[config.mk]
export PLATFORM = sky130hd
export DESIGN_NAME = mem_copy_dma_flat
export DESIGN_NICKNAME = d
export VERILOG_FILES = /design/src/rtl/mem_copy_dma_if.sv /design/src/rtl/mem_copy_dma.sv /design/src/flat_wrapper.sv
export SDC_FILE = /design/constraint.sdc
export NUM_CORES = 1
export LEC_CHECK = 0
export ABC_AREA = 1
export BUFFER_PORTS_ARGS = -buffer_cell sky130_fd_sc_hd__buf_4
export CAP_MARGIN = 20
export CORE_MARGIN = 4
export CORE_UTILIZATION = 50
export CTS_CLUSTER_DIAMETER = 100
export DETAILED_ROUTE_END_ITERATION = 16
export PLACE_DENSITY = 0.72
export SLEW_MARGIN = 20
export SYNTH_ARGS = -nofsm -noshare
export SYNTH_HDL_FRONTEND = slang
export SYNTH_SLANG_ARGS = --single-unit
[constraint.sdc]
create_clock -name clk -period 6.1 [get_ports clk]
set_input_delay 0 -clock clk [delete_from_list [all_inputs] [get_ports clk]]
set_output_delay 0 -clock clk [all_outputs]
set_load 0.1 [all_outputs]
[src/rtl/mem_copy_dma_if.sv]
// mem_copy_dma_if: single-port RAM bus between the copy engine (master) and a dual-port RAM port (slave)
interface mem_copy_dma_if #(
    parameter int ADDR_W = 16,
    parameter int DATA_W = 16
);
    logic              mem_en;
    logic [ADDR_W-1:0] mem_addr;
    logic [DATA_W-1:0] mem_wdata;
    logic [DATA_W-1:0] mem_rdata;

    modport master (
        output mem_en,
        output mem_addr,
        output mem_wdata,
        input  mem_rdata
    );

    modport slave (
        input  mem_en,
        input  mem_addr,
        input  mem_wdata,
        output mem_rdata
    );
endinterface

[src/rtl/mem_copy_dma.sv]
// mem_copy_dma: word-by-word memory copy engine, one read and one write cycle per word on a single RAM port
module mem_copy_dma #(
    parameter int ADDR_W = 16,
    parameter int DATA_W = 16
) (
    input  logic              clk,
    input  logic              reset,
    input  logic              start,
    input  logic [ADDR_W-1:0] src_addr,
    input  logic [ADDR_W-1:0] dst_addr,
    input  logic [15:0]       len,
    output logic              busy,
    output logic              done,
    mem_copy_dma_if.master    mem
);
    typedef enum logic [1:0] {IDLE, READ, WRITE} state_t;

    state_t            state_q;
    logic [ADDR_W-1:0] src_q;
    logic [ADDR_W-1:0] dst_q;
    logic [ADDR_W-1:0] mem_addr_q;
    logic [15:0]       len_q;
    logic [15:0]       i_q;
    logic              busy_q;
    logic              done_q;
    logic              mem_en_q;
    logic [15:0]       i_inc_d;
    logic              last_d;

    // i never exceeds len-1, so i+1 cannot overflow the 16-bit index
    assign i_inc_d = i_q + 16'd1;
    assign last_d  = !(i_inc_d < len_q);

    // Copy sequencer: READ presents the source address, WRITE presents the destination while RAM data is valid
    always_ff @(posedge clk) begin
        if (reset) begin
            state_q    <= IDLE;
            src_q      <= '0;
            dst_q      <= '0;
            len_q      <= '0;
            i_q        <= '0;
            busy_q     <= 1'b0;
            done_q     <= 1'b0;
            mem_en_q   <= 1'b0;
            mem_addr_q <= '0;
        end else begin
            done_q <= 1'b0;
            case (state_q)
                IDLE: begin
                    if (start) begin
                        if (len != 16'd0) begin
                            src_q      <= src_addr;
                            dst_q      <= dst_addr;
                            len_q      <= len;
                            i_q        <= '0;
                            busy_q     <= 1'b1;
                            mem_addr_q <= src_addr;
                            mem_en_q   <= 1'b0;
                            state_q    <= READ;
                        end else begin
                            done_q <= 1'b1;
                        end
                    end
                end
                READ: begin
                    mem_addr_q <= dst_q + ADDR_W'(i_q);
                    mem_en_q   <= 1'b1;
                    state_q    <= WRITE;
                end
                WRITE: begin
                    mem_en_q <= 1'b0;
                    if (!last_d) begin
                        i_q        <= i_inc_d;
                        mem_addr_q <= src_q + ADDR_W'(i_inc_d);
                        state_q    <= READ;
                    end else begin
                        busy_q  <= 1'b0;
                        done_q  <= 1'b1;
                        state_q <= IDLE;
                    end
                end
                default: state_q <= IDLE;
            endcase
        end
    end

    assign busy          = busy_q;
    assign done          = done_q;
    assign mem.mem_en    = mem_en_q;
    assign mem.mem_addr  = mem_addr_q;
    assign mem.mem_wdata = mem_en_q ? mem.mem_rdata : '0;
endmodule

[src/flat_wrapper.sv]
// flat-port wrapper written by rule: the top's interface ports become plain ports
module mem_copy_dma_flat 
#(
    parameter int ADDR_W = 16,
    parameter int DATA_W = 16
)
  (clk, reset, start, src_addr, dst_addr, len, busy, done, mem_mem_en, mem_mem_addr, mem_mem_wdata, mem_mem_rdata);
  mem_copy_dma_if #(.ADDR_W(ADDR_W), .DATA_W(DATA_W)) mem_i ();
  input  logic clk;
  input  logic reset;
  input  logic start;
  input  logic [ADDR_W-1:0] src_addr;
  input  logic [ADDR_W-1:0] dst_addr;
  input  logic [15:0] len;
  output logic busy;
  output logic done;
  output wire logic [$bits(mem_i.mem_en)-1:0] mem_mem_en;
  output wire logic [$bits(mem_i.mem_addr)-1:0] mem_mem_addr;
  output wire logic [$bits(mem_i.mem_wdata)-1:0] mem_mem_wdata;
  input wire logic [$bits(mem_i.mem_rdata)-1:0] mem_mem_rdata;
  assign mem_mem_en = mem_i.mem_en;
  assign mem_mem_addr = mem_i.mem_addr;
  assign mem_mem_wdata = mem_i.mem_wdata;
  assign mem_i.mem_rdata = mem_mem_rdata;
  mem_copy_dma #(.ADDR_W(ADDR_W), .DATA_W(DATA_W)) u_core (.clk(clk), .reset(reset), .start(start), .src_addr(src_addr), .dst_addr(dst_addr), .len(len), .busy(busy), .done(done), .mem(mem_i));
endmodule
## After elaboration in Yosys (flattened, before gate mapping)

Cells that the tools add are included.

- Output and inout port bits: 35
- Bits of input ports: 67
- Flip-flop bits (word level): 85
- Word-level logic and storage cells: 53

- Eq/ne operators: 6
- Add/subtract/negate cells: 3
- $lt $le $gt $ge: 1
- Mux-type cells: 24
- Reduce and logical (&&, ||, !) cells: 10

Operators with widths:

| kind | number |
|---|---|
| $mux 16 | 7 |
| $pmux 16 s3 | 1 |
| $add 16x16->16 | 2 |
| $pmux 16 s2 | 1 |
| $add 16x1->16 const B | 1 |
| $lt 16x16->1 | 1 |
| $reduce_bool 16->1 | 1 |
| $reduce_and 4->1 | 3 |
| $mux 1 | 9 |
| $pmux 2 s3 | 1 |
| $reduce_and 3->1 | 2 |
| $mux 2 | 2 |
| $ne 2x1->1 const B | 2 |
| $ne 2x2->1 const B | 2 |
| $pmux 1 s2 | 2 |
| $pmux 1 s3 | 1 |
| $reduce_bool 3->1 | 1 |
| $eq 2x1->1 const B | 1 |
| $eq 2x2->1 const B | 1 |
| $logic_not 2->1 | 1 |
| $reduce_and 2->1 | 1 |
| $reduce_bool 2->1 | 1 |

## Logic depth before layout (Yosys ltp)

- Word-level depth: 4
- Gate-level depth with buffers: 22
- Depth with buffers taken out: 22

## Worst setup path after synthesis

No wires, ideal clock.

- Kind: register to register
- Start: register u_core.i_q[1]
- End: register u_core.mem_addr_q[10], in the netlist u_core.mem.mem_addr[10]
- Cell stages (with the launch flop): 17
- Period minus slack after synthesis: 2.538 ns
- Required time: 6.035 ns
- Arrival: 2.473 ns
- Setup slack: 3.562 ns
- Buffers on the path: 1
- Setup time: 0.065 ns
- Path through: dfxtp_1 -> ha_1 -> nand2_1 -> inv_1 -> nand2_1 -> nor2_1 -> nand3_1 -> xnor2_1 -> ha_1 -> nand2_1 -> o21ai_0 -> nor2_1 -> nand2_2 -> a21oi_4 -> buf_6 -> o21bai_2 -> nor2_1

- Longest elaborated chain between the ends: 4
- Elaborated cells on any way between the ends: 8
- Classes of those cells: add/sub: 3; order compare: 1; eq/ne: 1; mux: 2; reduce/logical: 1

Ends and longest elaborated chain:

| what | RTL line | source |
|---|---|---|
| start, declared | mem_copy_dma.sv:23 | `logic [15:0] i_q;` |
| start signal, assigned | mem_copy_dma.sv:73 | `i_q <= i_inc_d;` |
| $add 16x1->16 | mem_copy_dma.sv:31 | `assign i_inc_d = i_q + 16'd1;` |
| $add 16x16->16 / $lt 16x16->1 (equally long branches) | mem_copy_dma.sv:74, mem_copy_dma.sv:32 |  |
| $mux 16 / $ne 2x1->1 (equally long branches) | - |  |
| $pmux 16 s3 / $reduce_and 4->1 (equally long branches) | - |  |
| end signal, assigned | mem_copy_dma.sv:57 | `mem_addr_q <= src_addr;` |
| end signal, assigned | mem_copy_dma.sv:66 | `mem_addr_q <= dst_q + ADDR_W'(i_q);` |
| end signal, assigned | mem_copy_dma.sv:74 | `mem_addr_q <= src_q + ADDR_W'(i_inc_d);` |
| end, declared | mem_copy_dma.sv:21 | `logic [ADDR_W-1:0] mem_addr_q;` |

Several ways; a longest one is shown, not always the timed one. The select of a mux whose other input is x is not followed.
A chain may end at the register's enable or synchronous reset.

## Worst setup path after layout

- Start: register u_core.i_q[1]
- End: register u_core.mem_addr_q[12], in the netlist u_core.mem.mem_addr[12]

The elaborated chain is that of the path after synthesis.

==> impl_results.md <==
* Status: finished, final reports clean
* I/O pins at 102
* FFs w/ async S/R, synth at 0%
* Seq/Total Area, Yosys at 28.13%
* Proportion of netlist area held by the largest area contributor at 28.13%
* Worst hold path type: primary input to flop
* Worst path cell trace: ha_1, nand2_1, inv_1, nand2_1, nor2_1, nand3_1, xnor2_1, ha_1, nand4_1, a21oi_1, nor2_1, nand2_2, a21oi_4, nand2_1, nor2_1, nor2_1
* First-pass GRT wire length at 30,730 µm
* Complex-gate fraction of the synthesized area at 17.58%
* Vias in the first global route at 6,240
* Post-synth EDFFs at 0
* Drt wl/cell at 14.88 µm
* Register area at 0.001702 mm²
* Rel. slew slack at 37.81%
* Max stage delay cell, worst path: a21oi_4
* Synth unique cells at 36
* Levels on crit path at 16
* Vias at 6,471
* Total CTS buffers at 9
* Clock Latency Late Sink at 0.36 ns
* WL final at 18,360 µm
* Pins Over Slew Limit at 0
* RSZ-0062 raised after global routing: no
* Worst slew pin tran at 0.9314 ns
* FMAX at 0.2953 GHz
* Count leader, synth: nand2_1
* PortBufs at 101
* Core area at 0.01161 mm²
* Pin count of the biggest net entering global routing at 77
* Clock sinks at 85
* Leak pwr at 3.965 nW
* Syn Inst Count at 955
* Yosys warning count at 0
* Post-layout minimum cycle time at 3.386 ns
* Worst Path Arrival at 3.63 ns
* Critical path's most frequent cell: nor2_1
* DR DRC count at 0
* Setup crit end: u_core.mem.mem_addr[12]$_SDFFE_PP0P_
* Area occupied by multi-input gates at 0.003736 mm²
* Max incr delay on CP at 0.48 ns
* Root buf cell: clkbuf_16
* Die W at 118.0 µm
* Starting DRC count in detailed routing at 501
* Setup Fix Bufs, Post-CTS at 0
* Post-layout total power at 3.623 mW
* Adder-cell share of the synthesized area at 11.62%
* Worst setup SP type: flop
* Synth Register Bits at 85
* Delay-heaviest family, CP: simple AND/OR/NAND/NOR gates
* RR Startpoint: u_core.i_q[1]$_SDFFE_PP0P_
* Worst-path clk slew at 0.06 ns
* CP Capture Type: flop
* Die ar. at 0.01392 mm²
* Pre-antenna DRT Iters at 5
* PwrDens at 472.6 mW/mm²
* Largest family of logic cells by synthesized area: simple AND/OR/NAND/NOR gates
* Rows at 39
* Longest Clk Path Bufs at 2
* Area Overhead vs Synth at 26.72%
* Share of cells above drive strength 1 at 13.11%
* Gpl congestion at 0.9446
* Simple-Gate Fraction of Synth Area at 31.07%
* Worst R2R Path Depth at 16
* Die span in y at 118.0 µm
* Setup violators final at 0
* Crit share post-route at 55.51%
* XOR/XNOR share of the synthesized area at 1.448%
* Ant. Diodes at 0
* Synth top cells by count: 225 x nand2_1, 152 x nor2_1, 116 x inv_1
* Hold_ws at 0.4033 ns
* Multiplexer area fraction after synthesis at 0%
* Req. time, crit path at 6.35 ns
* Hold Violations, Final at 0
* Fillcell total at 1,072
* Htree depth at 3
* Worst Path Max Fanout at 19
* Synthesized area at 0.006050 mm²
* Synth Flop Type: dfxtp_1
* Bufs and invs on worst path at 1
* R2r endpoint: u_core.mem.mem_addr[12]$_SDFFE_PP0P_
* Setup slack, reg-to-reg at 2.71 ns
* CTS tree: yes
* Via-per-instance ratio at 5.244
* Peak VDD IR at 0.0002028 V
* Global Route Usage Sum at 27.08%
* Syn_nets at 1,077
* Final TNS setup at 0 ns
* Clock Skews at 0.008827 ns
* Initial core utilization at 52.09%
* Setup crit start: u_core.i_q[1]$_SDFFE_PP0P_
* Top post-synthesis cells by area: dfxtp_1 28%, nand2_1 14%, ha_1 11%
* WS Path Type: flop to flop
* Mean Syn Cell Area at 6.335 µm²
* Largest area contributor in the netlist: dfxtp_1
* MaxCap Viol Count at 0
* NumNets Final at 1,209
* Initial antenna violation count at 0
* Grt ovf at 0
* Placed wire-length estimate at 13,580 µm
* Routed Antenna Nets at 0
## worst min path at each step
stage,startpoint,end,slack [ns],cells past startpoint
final,dst_addr[13],u_core.dst_q[13]$_SDFFE_PP0P_,0.40,4
after global placement,dst_addr[6],u_core.dst_q[6]$_SDFFE_PP0P_,0.22,3
after floorplan,dst_addr[15],u_core.dst_q[15]$_SDFFE_PP0P_,0.13,2
after detailed placement,dst_addr[1],u_core.dst_q[1]$_SDFFE_PP0P_,0.23,3
after global routing,mem_mem_rdata[5],mem_mem_wdata[5],0.42,4
after CTS,dst_addr[13],u_core.dst_q[13]$_SDFFE_PP0P_,0.40,4
## final cells by class
cell class | count | share of cell area, %
tap | 143 | 2.334
sequential | 85 | 22.20
clock inverter | 6 | 1.257
timing repair buffer | 154 | 16.71
multi-input combinational | 718 | 48.74
clock buffer | 9 | 2.938
inverter | 119 | 5.827
## worst register-to-register path: stages (launching register included)
cell and delay (ns):
dfxtp_1 0.47, ha_1 0.24, nand2_1 0.09, inv_1 0.11, nand2_1 0.10, nor2_1 0.15, nand3_1 0.11, xnor2_1 0.42
ha_1 0.34, nand4_1 0.13, a21oi_1 0.06, nor2_1 0.18, nand2_2 0.11, a21oi_4 0.48, nand2_1 0.11, nor2_1 0.14
nor2_1 0.05
## what timing repair did
action | 4_1_cts | 5_1_grt
endpoints found under the hold margin | 60 | 0
resized for setup | 0 | 0
hold buffers | 50 | 0
## cell usage in the layout, fill, tap and decap left out, types with 3 or more instances in the layout
master	instances
a21oi_1	81
buf_4	104
clkbuf_16	9
dfxtp_1	85
dlygate4sd3_1	50
ha_1	53
inv_1	115
inv_2	3
nand2_1	225
nand2_2	5
nand3_1	53
nand3b_1	9
nand4_1	6
nor2_1	151
nor3_1	3
o21a_1	4
o21ai_0	88
o21ai_1	4
o21bai_2	5
or2_2	3
xnor2_1	3
xor2_1	7
## metal layers
metal  global-route usage [%]  up-vias  part of all wire (%)
met4                    11.50        0                   3.0
met3                    6.247       40                   7.5
met1                    34.86     2856                    44
met2                    43.48      241                    45
li1                         -     3334                     -
met5                        0        -                     0
## power breakdown
part / switching [mW] / total, mW / internal (mW)
sequential: 0.145 / 0.866 / 0.721
clock: 0.241 / 0.602 / 0.361
combinational: 1.52 / 2.15 / 0.638
total: 1.90 / 3.62 / 1.72
## cell families (layout without fill, tap and decap cells)
group / after synthesis / in the layout
xor gates and xnor gates: 10 / 10
AOI/OAI and AO/OA: 194 / 194
buffers and inverters: 152 / 288
DFF: 85 / 85
adders and majority gates: 55 / 55
and+or+nand+nor: 459 / 459
## through the flow
step / util [%] / worst slack, ns / area [µm²] / instances
finish: 66.01 / 2.714 / 7666 / 1234
global route: 66.01 / 2.270 / 7666 / 1234
CTS: 66.01 / 2.734 / 7666 / 1234
detailed placement: 58.93 / 2.767 / 6844 / 1169
global placement: 58.93 / 2.831 / 6844 / 1169
floorplan: - / 3.562 / 6050 / 955
## flip-flops by register name, summed over array words and instances, names as in the netlist
name                 count
u_core.state_q           2
u_core.mem.mem_en        1
u_core.busy              1
u_core.src_q            16
u_core.mem.mem_addr     16
u_core.i_q              16
u_core.len_q            16
u_core.done              1
u_core.dst_q            16
Power figures use the tool's default switching activity.
